File: src/rtl/fifo_wr_arbiter.sv
// Round-robin arbiter sharing the async FIFO write port among N write-domain requesters.
// A granted requester owns the port for one burst, which ends on last, MAX_BURST beats, or release.
module fifo_wr_arbiter #(
  parameter int N         = 4,
  parameter int DW        = 8,
  parameter int MAX_BURST = 4
) (
  input  logic            clk,
  input  logic            rst,
  input  logic            i_sw_rst,
  input  logic [N-1:0]    i_req_valid,
  input  logic [N*DW-1:0] i_req_data,
  input  logic [N-1:0]    i_req_last,
  output logic [N-1:0]    o_req_ready,
  output logic [DW-1:0]   o_wr_data,
  output logic            o_wr_valid,
  input  logic            i_wr_fifo_full,
  output logic [N-1:0]    o_grant,
  output logic            o_busy
);

  localparam int IW = (N > 1) ? $clog2(N) : 1;
  localparam int BW = $clog2(MAX_BURST + 1);

  typedef enum logic {S_IDLE, S_GRANT} state_t;

  state_t          r_state, w_state_nxt;
  logic [IW-1:0]   r_rr_ptr, w_rr_ptr_nxt;
  logic [IW-1:0]   r_gnt, w_gnt_nxt;
  logic [BW-1:0]   r_beat_cnt, w_beat_cnt_nxt;

  logic [2*N-1:0]  w_dbl;
  logic [N-1:0]    w_rot;
  logic [IW-1:0]   w_off;
  logic            w_found;
  logic [IW:0]     w_sum;
  logic [IW-1:0]   w_pick;
  logic [IW:0]     w_inc;
  logic [IW-1:0]   w_gnt_plus1;
  logic            w_owner_valid;
  logic            w_beat;

  // Rotate requests so bit 0 is the rr_ptr requester; the first set bit wins.
  assign w_dbl = {i_req_valid, i_req_valid} >> r_rr_ptr;
  assign w_rot = w_dbl[N-1:0];

  always_comb begin
    w_found = 1'b0;
    w_off   = '0;
    for (int i = 0; i < N; i++) begin
      if (!w_found && w_rot[i]) begin
        w_found = 1'b1;
        w_off   = IW'(i);
      end
    end
  end

  assign w_sum       = {1'b0, r_rr_ptr} + {1'b0, w_off};
  assign w_pick      = (w_sum >= (IW+1)'(N)) ? IW'(w_sum - (IW+1)'(N)) : IW'(w_sum);
  assign w_inc       = {1'b0, r_gnt} + (IW+1)'(1);
  assign w_gnt_plus1 = (w_inc == (IW+1)'(N)) ? '0 : IW'(w_inc);

  assign w_owner_valid = i_req_valid[r_gnt];
  assign o_busy        = (r_state == S_GRANT);
  assign o_grant       = o_busy ? (N'(1) << r_gnt) : '0;

  // The sync clear suppresses the write on its own cycle so an aborted burst writes nothing more.
  assign w_beat = o_wr_valid & ~i_wr_fifo_full;

  always_comb begin
    // NOTE: every output of this block gets a default first so no path can infer a latch.
    w_state_nxt    = r_state;
    w_rr_ptr_nxt   = r_rr_ptr;
    w_gnt_nxt      = r_gnt;
    w_beat_cnt_nxt = r_beat_cnt;
    o_wr_valid     = 1'b0;
    o_wr_data      = '0;
    o_req_ready    = '0;
    case (r_state)
      S_IDLE: begin
        if (w_found) begin
          w_state_nxt    = S_GRANT;
          w_gnt_nxt      = w_pick;
          w_beat_cnt_nxt = '0;
        end
      end
      S_GRANT: begin
        o_wr_valid = w_owner_valid & ~i_sw_rst;
        o_wr_data  = i_req_data[r_gnt*DW +: DW];
        o_req_ready[r_gnt] = w_beat;
        if (!w_owner_valid) begin
          w_state_nxt  = S_IDLE;
          w_rr_ptr_nxt = w_gnt_plus1;
          w_gnt_nxt    = '0;
        end else if (w_beat) begin
          if (i_req_last[r_gnt] || (r_beat_cnt == BW'(MAX_BURST - 1))) begin
            w_state_nxt  = S_IDLE;
            w_rr_ptr_nxt = w_gnt_plus1;
            w_gnt_nxt    = '0;
          end else begin
            w_beat_cnt_nxt = r_beat_cnt + BW'(1);
          end
        end
      end
      default: w_state_nxt = S_IDLE;
    endcase
  end

  // NOTE: state registers use non-blocking assignments so all flops update together at the edge.
  always_ff @(posedge clk or posedge rst) begin
    if (rst) begin
      r_state    <= S_IDLE;
      r_rr_ptr   <= '0;
      r_gnt      <= '0;
      r_beat_cnt <= '0;
    end else if (i_sw_rst) begin
      r_state    <= S_IDLE;
      r_rr_ptr   <= '0;
      r_gnt      <= '0;
      r_beat_cnt <= '0;
    end else begin
      r_state    <= w_state_nxt;
      r_rr_ptr   <= w_rr_ptr_nxt;
      r_gnt      <= w_gnt_nxt;
      r_beat_cnt <= w_beat_cnt_nxt;
    end
  end

endmodule

File: config.mk
export PLATFORM = sky130hd
export DESIGN_NAME = fifo_wr_arbiter
export DESIGN_NICKNAME = d
export VERILOG_FILES = /design/src/rtl/fifo_wr_arbiter.sv
export SDC_FILE = /design/constraint.sdc
export NUM_CORES = 1
export LEC_CHECK = 0
export ABC_AREA = 1
export CAP_MARGIN = 20
export CORE_MARGIN = 10
export CORE_UTILIZATION = 40
export CTS_CLUSTER_SIZE = 16
export DETAILED_ROUTE_END_ITERATION = 7
export PLACE_DENSITY_LB_ADDON = 0.15
export REMOVE_ABC_BUFFERS = 1
export SETUP_SLACK_MARGIN = 0.3
export SLEW_MARGIN = 20
export SYNTH_ARGS = -nofsm -noshare
export SYNTH_HDL_FRONTEND = slang
export SYNTH_SLANG_ARGS = --single-unit
File: constraint.sdc
create_clock -name clk -period 2.88 [get_ports clk]
set_clock_uncertainty 0.15 [all_clocks]
set_input_delay 0.576 -clock clk [delete_from_list [all_inputs] [get_ports clk]]
set_output_delay 0.576 -clock clk [all_outputs]
set_load 0.1 [all_outputs]
==> results of run 1 <==
## worst min-delay path: cells and delay by family, from the launching register on
kind | cells | cell delay, ns
flops | 1 | 0.35
simple gates | 2 | 0.11
## timing repair
item / CTS / global route
setup buffers: 2 / 0
pin swaps: 4 / 0
gates resized for setup: 15 / 2
endpoints found under the setup margin: 4 / 11
## per-layer routing
layer / GRT usage (%) / share of wire, % / up-vias
met4: 3.106 / 0 / 0
met2: 25.76 / 50 / 40
met1: 19.50 / 44 / 618
met5: 0 / 0 / -
met3: 3.230 / 6.1 / 0
li1: - / - / 737
## cell usage in the layout, fill, tap and decap left out, types with 2 or more instances in the layout
| cell type | instances |
|---|---|
| dfrtp_1 | 6 |
| nand4_1 | 2 |
| nor2_1 | 36 |
| nand3_2 | 4 |
| a21oi_1 | 10 |
| inv_1 | 13 |
| nand3_1 | 17 |
| buf_4 | 7 |
| clkdlybuf4s50_1 | 38 |
| dlygate4sd2_1 | 5 |
| buf_12 | 17 |
| nand2_2 | 11 |
| nor2_4 | 6 |
| clkbuf_4 | 3 |
| ha_1 | 7 |
| o21ai_0 | 16 |
| nand2_1 | 40 |
| nand2_4 | 2 |
| dfrtp_2 | 2 |
| inv_2 | 4 |
## power breakdown
group,switching [mW],internal (mW)
Combinational,1.04,0.531
Clock,0.0341,0.0474
Sequential,0.0630,0.146
Total,1.13,0.724
## kinds of logic after synthesis
group	count (synthesis)	share of synthesized area, %
simple gates	121	50.27
compound gates	28	12.73
buf+inv	26	11.21
flops	8	17.41
fa+ha+maj	7	7.617
xor+xnor	1	0.7618
## area by class of cell
cell class,instances,area [µm²],area share [%]
clock buffers,3,22.52,1.121
inverters,18,68.82,3.427
multi-input cells,157,858.3,42.74
flip-flops and latches,8,202.7,10.09
well taps,31,38.79,1.931
repair buffers,67,817.0,40.69
## registers in the layout, summed over array words and instances, names as in the netlist
name / count
r_gnt: 2
o_busy: 1
r_rr_ptr: 2
r_beat_cnt: 3
## worst min path at each step
| stage | from | endpoint | slack, ns | cells past startpoint |
|---|---|---|---|---|
| floorplan | rst | o_busy | 0.24 | 1 |
| global placement | r_beat_cnt[2] | r_beat_cnt[2] | 0.32 | 2 |
| detailed placement | r_beat_cnt[2] | r_beat_cnt[2] | 0.32 | 2 |
| CTS | r_beat_cnt[2] | r_beat_cnt[2] | 0.34 | 2 |
| global route | r_beat_cnt[2] | r_beat_cnt[2] | 0.37 | 2 |
| finish | r_beat_cnt[2] | r_beat_cnt[2] | 0.34 | 2 |
## through the flow
stage	std cells	cell area, µm²	hold WS [ns]	setup WS (ns)
finish	284	2008	0.3439	0.4415
global placement	279	1937	0.3202	0.1920
CTS	284	2006	0.3435	0.3413
detailed placement	279	1937	0.3221	0.1304
floorplan	183	1090	0.2417	-1.410
global route	284	2008	0.3733	0.3349
==> flow_metrics.py, run 1 <==
metrics = {
    "clock_tree": {
        "clock-sinks": 8,
        "clk_pin_slew_ns": 0.05,
        "cts_hold_buf": 0,
        "cts_tree": "built",
        "cts_inserted_buffers": 3,
        "h-tree-depth": 1,
        "insertion_delay_ns": 0.25,
        "clk_root_buffer_cell": "clkbuf_4",
        "clk_path_buf_depth": 2,
    },
    "sta": {
        "tns_ns": 0,
        "drv_slew": 0,
        "rsz0062_at_grt": "false",
        "finalCritPeriodShare_pct": 84.67,
        "worst_pin_slew_ns": 0.4211,
        "relSlewSlack_pct": 71.90,
        "fin_crit_ns": 2.439,
        "fmax_mhz": 410.1,
        "setup_viol": 0,
        "hold_viol_final": 0,
    },
    "critical_path": {
        "crit_chain": "inv_2, nand2_1, nand3_2, nand2_2, nor2_4, nand2_4, nor2_4, buf_12",
        "worstSetupEndpoint": "o_req_ready[0]",
        "cp.depth": 8,
        "r2r_end": "r_gnt[1]",
        "reg2reg_from": "r_rr_ptr[0]",
        "cpPeakStageDelay_ns": 0.48,
        "crit_buf_inv": 2,
        "crit_path_top_delay_cell": "dfrtp_2",
        "regToRegSetupSlack_ns": 0.83,
        "end_kind": "output port",
        "worst-endpoint-arrival_ns": 1.71,
        "reg2reg_depth": 13,
        "crit_top_cell": "nor2_4",
        "start_kind": "flop",
        "crit_type": "flop to output port",
        "cpLargestDelayFamily": "simple AND/OR/NAND/NOR gates",
        "critPathMaxFanout": 11,
        "worstPathRequired_ns": 2.15,
        "startpoint": "r_gnt[0]",
    },
    "min_path": {
        "hold_class": "flop to flop",
    },
    "global_route": {
        "antenna_found_initial": 0,
        "grt_pass1_vias": 1345,
        "grt_overflow": 0,
        "grt_max_degree": 16,
        "gr-usage-all-layers_pct": 15.33,
        "grt_pass1_wl_mm": 6.734,
    },
    "synth": {
        "synth_seq_cells": 8,
        "yosysTopAreaCell": "dfrtp_1",
        "yosysTopAreaCellShare_pct": 17.41,
        "seq_area_frac_synth_pct": 17.41,
        "synthTopCellsByCount": "nand2_1, nor2_1, nand3_1",
        "synth_flop_cell": "dfrtp_1",
        "syn-cell-area_um2": 1150,
        "ys_types": 24,
        "synth_area_leaders": "dfrtp_1, nand2_1, nor2_1, ha_1, nand3_1",
        "postSynthAreaPerCell_um2": 6.020,
        "synth-async-reset-ratio_pct": 100.0,
        "synth.most_common_cell": "nand2_1",
        "netlist_instances": 191,
        "yosysWarnings": 0,
        "synth_edf_count": 0,
    },
    "power_and_ir_drop": {
        "power.total_mw": 1.859,
        "pwr_density_cell_nw_per_um2": 925.7,
        "ir_drop_mv": 0.8632,
        "p_leak_nw": 0.9448,
    },
    "job": {
        "cap_violations": 0,
    },
    "drt": {
        "vias": 1395,
        "dr.first_iter.drc_count": 61,
        "ant_nets": 0,
        "vias_per_cell": 4.912,
        "wl_per_cell_um": 14.25,
        "drt_wl_total_mm": 4.047,
        "first_pass_iters": 4,
        "drc": 0,
    },
    "floorplan": {
        "die_w_um": 73.62,
        "core_area_um2": 2758,
        "design.die.area_um2": 5419,
        "io_pins": 62,
        "num_rows": 19,
        "start_util_pct": 41.70,
        "die_h_um": 73.62,
    },
    "run_status": {
        "outcome": "complete, no violations",
    },
    "final_layout": {
        "final_util_pct": 72.82,
        "drive_gt1_share_pct": 23.32,
        "nets": 306,
        "num-fill-cells": 245,
        "n_antenna_cell": 0,
        "areaGrowthSynthToFinish_pct": 74.65,
    },
    "place": {
        "dp_hpwl_mm": 3.320,
        "gp_congestion": 0.8749,
        "port_buffers": 61,
    },
}
Note: power is estimated with default switching activity, not from simulation.
==> run 2: changes to the inputs <==
--- a/config.mk
+++ b/config.mk
@@ -8,7 +8,7 @@
 export ABC_AREA = 1
 export CAP_MARGIN = 20
 export CORE_MARGIN = 10
-export CORE_UTILIZATION = 40
+export CORE_UTILIZATION = 39
 export CTS_CLUSTER_SIZE = 16
 export DETAILED_ROUTE_END_ITERATION = 7
 export PLACE_DENSITY_LB_ADDON = 0.15
==> constraint.sdc (replaced) <==
create_clock -name clk -period 2.5 [get_ports clk]
set_clock_uncertainty 0.15 [all_clocks]
set_input_delay 0.5 -clock clk [delete_from_list [all_inputs] [get_ports clk]]
set_output_delay 0.5 -clock clk [all_outputs]
set_load 0.1 [all_outputs]
==> run 2 against run 1 <==
  * Non-clock buffer count is 20 higher
  * Cell area rose by 14%
  * Largest cell class is now non-clock buffers
  * Highest routed layer is now met4
  * Routed wire length increased by 16%
  * Clock power grew 21%
  * Sequential power is 11% higher
  * Sequential share of layout area fell by 1.2 points
  * Global-route usage up 0.13 points
  * Critical path depth fell by 1
  * Flip-flop and latch count unchanged
  * Core utilization is 9.4 points higher
  * Hold slack improved by 0.0040 ns
==> flow_metrics.py, run 2 (same netlist as run 1, synthesis figures left out) <==
metrics = {
    "clock_tree": {
        "clock-sinks": 8,
        "cts_inserted_buffers": 3,
        "clk_pin_slew_ns": 0.05,
        "clk_root_buffer_cell": "clkbuf_4",
        "cts_tree": "built",
        "h-tree-depth": 1,
        "clk_path_buf_depth": 2,
        "insertion_delay_ns": 0.25,
        "cts_hold_buf": 0,
    },
    "critical_path": {
        "reg2reg_from": "r_rr_ptr[1]",
        "worst-endpoint-arrival_ns": 1.65,
        "r2r_end": "r_gnt[1]",
        "regToRegSetupSlack_ns": 0.56,
        "end_kind": "output port",
        "crit_type": "flop to output port",
        "reg2reg_depth": 12,
        "critPathMaxFanout": 6,
        "worstPathRequired_ns": 1.85,
        "start_kind": "flop",
    },
    "place": {
        "gp_congestion": 0.8050,
        "place_area_um2": 1997,
        "post-place-cells": 287,
        "dp_hpwl_mm": 3.422,
        "port_buffers": 61,
    },
    "floorplan": {
        "start_util_pct": 41.34,
        "num_rows": 19,
        "io_pins": 62,
        "core_area_um2": 2781,
        "die_h_um": 74.30,
        "die_w_um": 74.30,
        "design.die.area_um2": 5520,
    },
    "sta": {
        "drv_slew": 0,
        "setup_viol": 0,
        "whs_ns": 0.3479,
        "fmax_mhz": 434.1,
        "worst_pin_slew_ns": 0.3462,
        "fin_crit_ns": 2.304,
        "hold_viol_final": 0,
        "relSlewSlack_pct": 76.83,
        "finalCritPeriodShare_pct": 92.15,
        "rsz0062_at_grt": "true",
        "tns_ns": 0,
    },
    "power_and_ir_drop": {
        "p_leak_nw": 1.102,
        "ir_drop_mv": 1.010,
        "pwr_density_cell_nw_per_um2": 1112,
        "power.total_mw": 2.542,
    },
    "drt": {
        "vias": 1565,
        "wl_per_cell_um": 15.50,
        "ant_nets": 0,
        "drt_wl_total_mm": 4.712,
        "drc": 0,
        "first_pass_iters": 4,
        "vias_per_cell": 5.148,
        "dr.first_iter.drc_count": 98,
    },
    "final_layout": {
        "largest_reg_flops": 3,
        "areaGrowthSynthToFinish_pct": 98.80,
        "drive_gt1_share_pct": 37.36,
        "layout.cells.non_filler": 304,
        "final_common_cell": "nand2_1",
        "top_regs": "r_beat_cnt (3), r_gnt (2), r_rr_ptr (2)",
        "final_cell_mix": "nand2_1, nor2_1, clkdlybuf4s50_1",
        "final_area_um2": 2286,
        "n_antenna_cell": 0,
        "regMostFlops": "r_beat_cnt",
        "nets": 326,
    },
    "global_route": {
        "grt_pass1_vias": 1426,
        "gr-usage-all-layers_pct": 15.46,
        "antenna_found_initial": 0,
        "grt_pass1_wl_mm": 6.941,
        "grt_overflow": 0,
        "grt_max_degree": 16,
    },
    "min_path": {
        "min-delay-start": "r_beat_cnt[1]",
        "min_delay_path_depth": 2,
        "hold_class": "flop to flop",
        "holdPathEnd": "r_beat_cnt[1]",
    },
    "job": {
        "cap_violations": 0,
    },
    "run_status": {
        "outcome": "complete, no violations",
    },
}
## run 2: layer usage
| layer | global-route usage [%] | vias up | wire length [µm] | share of wire [%] |
|---|---|---|---|---|
| met2 | 26.42 | 52 | 2373 | 50 |
| li1 | - | 782 | - | - |
| met3 | 2.261 | 4 | 291 | 6.2 |
| met1 | 20.58 | 727 | 2017 | 43 |
| met4 | 1.829 | 0 | 29 | 0.62 |
| met5 | 0 | - | 0 | 0 |
## run 2: report_power, final
part | internal [mW] | switching (mW) | total [mW]
clock | 0.0549 | 0.0434 | 0.0983
combinational | 0.845 | 1.37 | 2.21
sequential | 0.169 | 0.0613 | 0.231
## run 2: how the worst max path moves through the flow
stage | end | slack (ns) | cells after the start | startpoint
after floorplan | o_req_ready[0] | -1.71 | 6 | o_busy
after global placement | o_req_ready[3] | 0.02 | 8 | i_req_valid[1]
after detailed placement | o_req_ready[1] | -0.0001 | 8 | i_req_valid[0]
after CTS | o_wr_data[4] | 0.25 | 6 | r_gnt[1]
after global routing | o_req_ready[3] | 0.09 | 7 | r_gnt[1]
final | o_req_ready[0] | 0.20 | 7 | r_gnt[1]
## run 2: area by class of cell
type | instances | area, µm²
Fill cell | 191 | 495.5
Clock buffer | 3 | 22.52
Sequential cell | 8 | 203.9
Multi-Input combinational cell | 157 | 938.4
Timing Repair Buffer | 87 | 1007
Tap cell | 31 | 38.79
Inverter | 18 | 75.07
## run 2: repair_timing
action	in CTS	in global routing
setup endpoints to repair	15	17
buffers inserted	11	3
pin swaps	18	15
resized for setup	47	29
## run 2: stage by stage
step | utilization, % | setup slack [ns]
after CTS | 78.68 | 0.2474
after floorplan | - | -1.714
after global placement | 71.79 | 0.01545
after global routing | 82.19 | 0.09293
after detailed placement | 71.79 | -0.0001384
final | 82.19 | 0.1963
## run 2: critical path, stage by stage, from the launching register on
cell	delay, ns
dfrtp_2	0.41
clkinvlp_4	0.19
nand3_2	0.14
nand2_2	0.07
nor2_4	0.14
nand2_4	0.12
nor2_4	0.13
buf_12	0.18
==> run 3: changes to the inputs <==
--- a/config.mk
+++ b/config.mk
@@ -8,7 +8,7 @@
 export ABC_AREA = 1
 export CAP_MARGIN = 20
 export CORE_MARGIN = 10
-export CORE_UTILIZATION = 39
+export CORE_UTILIZATION = 35
 export CTS_CLUSTER_SIZE = 16
 export DETAILED_ROUTE_END_ITERATION = 7
 export PLACE_DENSITY_LB_ADDON = 0.15
==> run 3 against run 2 <==
  * Sequential power about the same
  * Power increased by 3.2%
  * Cell count is 2.3% higher
  * Clock power increased by 8%
  * Critical path depth decreased by 1
  * Critical endpoint is now o_wr_data[3]
  * Combinational power grew 4%
  * Routed wire length grew 0.42%
  * Cell area is 4.1% higher
  * Die area rose by 8.3%
  * Core utilization fell by 5.5 points
==> flow_metrics.py, run 3 (same netlist as run 1, synthesis figures left out) <==
metrics = {
    "clock_tree": {
        "clk_root_buffer_cell": "clkbuf_4",
        "h-tree-depth": 1,
        "cts_tree": "built",
        "clock-sinks": 8,
        "insertion_delay_ns": 0.26,
        "clk_pin_slew_ns": 0.06,
        "cts_inserted_buffers": 3,
        "cts_hold_buf": 0,
        "clk_path_buf_depth": 2,
    },
    "sta": {
        "fmax_mhz": 443.2,
        "rsz0062_at_grt": "true",
        "setup_viol": 0,
        "worst_pin_slew_ns": 0.3373,
        "finalCritPeriodShare_pct": 90.25,
        "fin_crit_ns": 2.256,
        "relSlewSlack_pct": 77.43,
        "drv_slew": 0,
        "layout_setup_ws_ns": 0.2438,
        "hold_viol_final": 0,
    },
    "final_layout": {
        "areaGrowthSynthToFinish_pct": 106.9,
        "top_regs": "r_beat_cnt (3), r_gnt (2), r_rr_ptr (2)",
        "largest_reg_flops": 3,
        "final_common_cell": "clkdlybuf4s50_1",
        "nets": 320,
        "multi_input_area_um2": 1041,
        "regMostFlops": "r_beat_cnt",
        "final_util_pct": 76.65,
        "drive_gt1_share_pct": 40.82,
        "final_cell_mix": "clkdlybuf4s50_1, nand2_1, nor2_1",
        "register_area_um2": 202.7,
        "n_antenna_cell": 0,
        "num-fill-cells": 251,
    },
    "drt": {
        "vias": 1521,
        "wl_per_cell_um": 15.22,
        "drc": 0,
        "dr.first_iter.drc_count": 91,
        "first_pass_iters": 4,
        "ant_nets": 0,
        "drt_wl_total_mm": 4.732,
        "vias_per_cell": 4.891,
    },
    "floorplan": {
        "die_w_um": 77.32,
        "core_area_um2": 3103,
        "io_pins": 62,
        "die_h_um": 77.32,
        "num_rows": 20,
        "design.die.area_um2": 5978,
        "start_util_pct": 37.06,
    },
    "critical_path": {
        "critPathMaxFanout": 5,
        "worst-endpoint-arrival_ns": 1.61,
        "crit_chain": "clkinvlp_4, clkbuf_16, nor2_4, o21ai_2, a21oi_2, buf_12",
        "crit_type": "flop to output port",
        "end_kind": "output port",
        "cpPeakStageDelay_ns": 0.42,
        "worstPathRequired_ns": 1.85,
        "start_kind": "flop",
        "crit_path_top_delay_cell": "dfrtp_2",
    },
    "run_status": {
        "outcome": "complete, no violations",
    },
    "global_route": {
        "grt_pass1_vias": 1355,
        "grt_max_degree": 18,
        "grt_overflow": 0,
        "gr-usage-all-layers_pct": 13.59,
        "antenna_found_initial": 0,
        "grt_pass1_wl_mm": 6.851,
    },
    "place": {
        "dp_hpwl_mm": 3.427,
        "port_buffers": 61,
        "dp_slack_ns": -0.03356,
        "gp_congestion": 0.7978,
    },
    "power_and_ir_drop": {
        "pwr_density_cell_nw_per_um2": 1103,
        "ir_drop_mv": 0.8036,
        "power.total_mw": 2.624,
        "p_leak_nw": 1.062,
    },
    "min_path": {
        "hold_class": "primary input to async pin",
    },
    "job": {
        "cap_violations": 0,
    },
}
==> run 3: cell count changes in the layout (fill, tap and decap cells not counted), moves of 2 or more <==
cell             before  now
clkdlybuf4s50_1      31   38
o21ai_0               1    4
o21ai_1              13    4
dlymetal6s2s_1        4    0
o21ai_2               3    9
buf_4                19   14
nor2_2                3    0
nor2_1               31   28
buf_12               17   19
nand2_4               4    7
buf_6                 7    4
dlygate4sd2_1         8    5
nand2_1              38   35
nor2_4                8   14
==> run 3: report_power, final <==
group	internal, mW	total (mW)	switching, mW	leakage, nW
Sequential	0.168	0.233	0.0655	0.105
Combinational	0.866	2.29	1.42	0.944
Clock	0.0554	0.106	0.0503	0.0138
==> run 3: worst max-delay path: cells and delay by family, from the launching register on <==
kind	cells	cell delay, ns
buf+inv	3	0.60
flops	1	0.42
compound gates	2	0.23
simple gates	1	0.10
==> run 3: layer usage <==
metal,vias to the layer above,share of wire [%],global-route usage [%]
met2,63,51,22.99
li1,772,-,-
met3,4,6.0,2.448
met5,-,0,0
met4,0,0.82,2.190
met1,682,42,17.69
==> run 3: worst paths after layout <==
kind | start | to | slack, ns | depth (start not counted)
max in group asynchronous | rst | r_gnt[0] | 1.62 | 2
min in group clk | r_beat_cnt[1] | r_beat_cnt[1] | 0.34 | 2
worst max-delay path | r_gnt[1] | o_wr_data[3] | 0.24 | 6
worst min register to register | r_beat_cnt[1] | r_beat_cnt[1] | 0.34 | 2
worst min-delay path | rst | r_beat_cnt[0] | 0.33 | 2
worst max register to register | r_rr_ptr[0] | r_gnt[1] | 0.53 | 13
==> run 3: stage by stage <==
stage / cells / hold slack [ns] / cell area (µm²) / TNS [ns]
2_1_floorplan: 183 / 0.1657 / 1090 / -14.62
3_3_place_gp: 300 / 0.3096 / 2013 / -0.01246
3_5_place_dp: 300 / 0.3253 / 2013 / -0.07292
4_1_cts: 309 / 0.3390 / 2151 / 0
5_1_grt: 311 / 0.3488 / 2379 / 0
6_report: 311 / 0.3264 / 2379 / 0
==> run 3: layout make-up <==
type / count / share of cell area [%]
clock buffers: 3 / 0.9469
inverters: 18 / 3.261
multi-input cells: 157 / 43.77
flip-flops and latches: 8 / 8.522
well taps: 44 / 2.315
repair buffers: 81 / 41.19
==> run 3: what timing repair did <==
action | CTS | global route
buffers inserted | 6 | 1
gates cloned | 0 | 1
pin swaps | 6 | 21
resized for setup | 27 | 63
endpoints found under the setup margin | 16 | 17
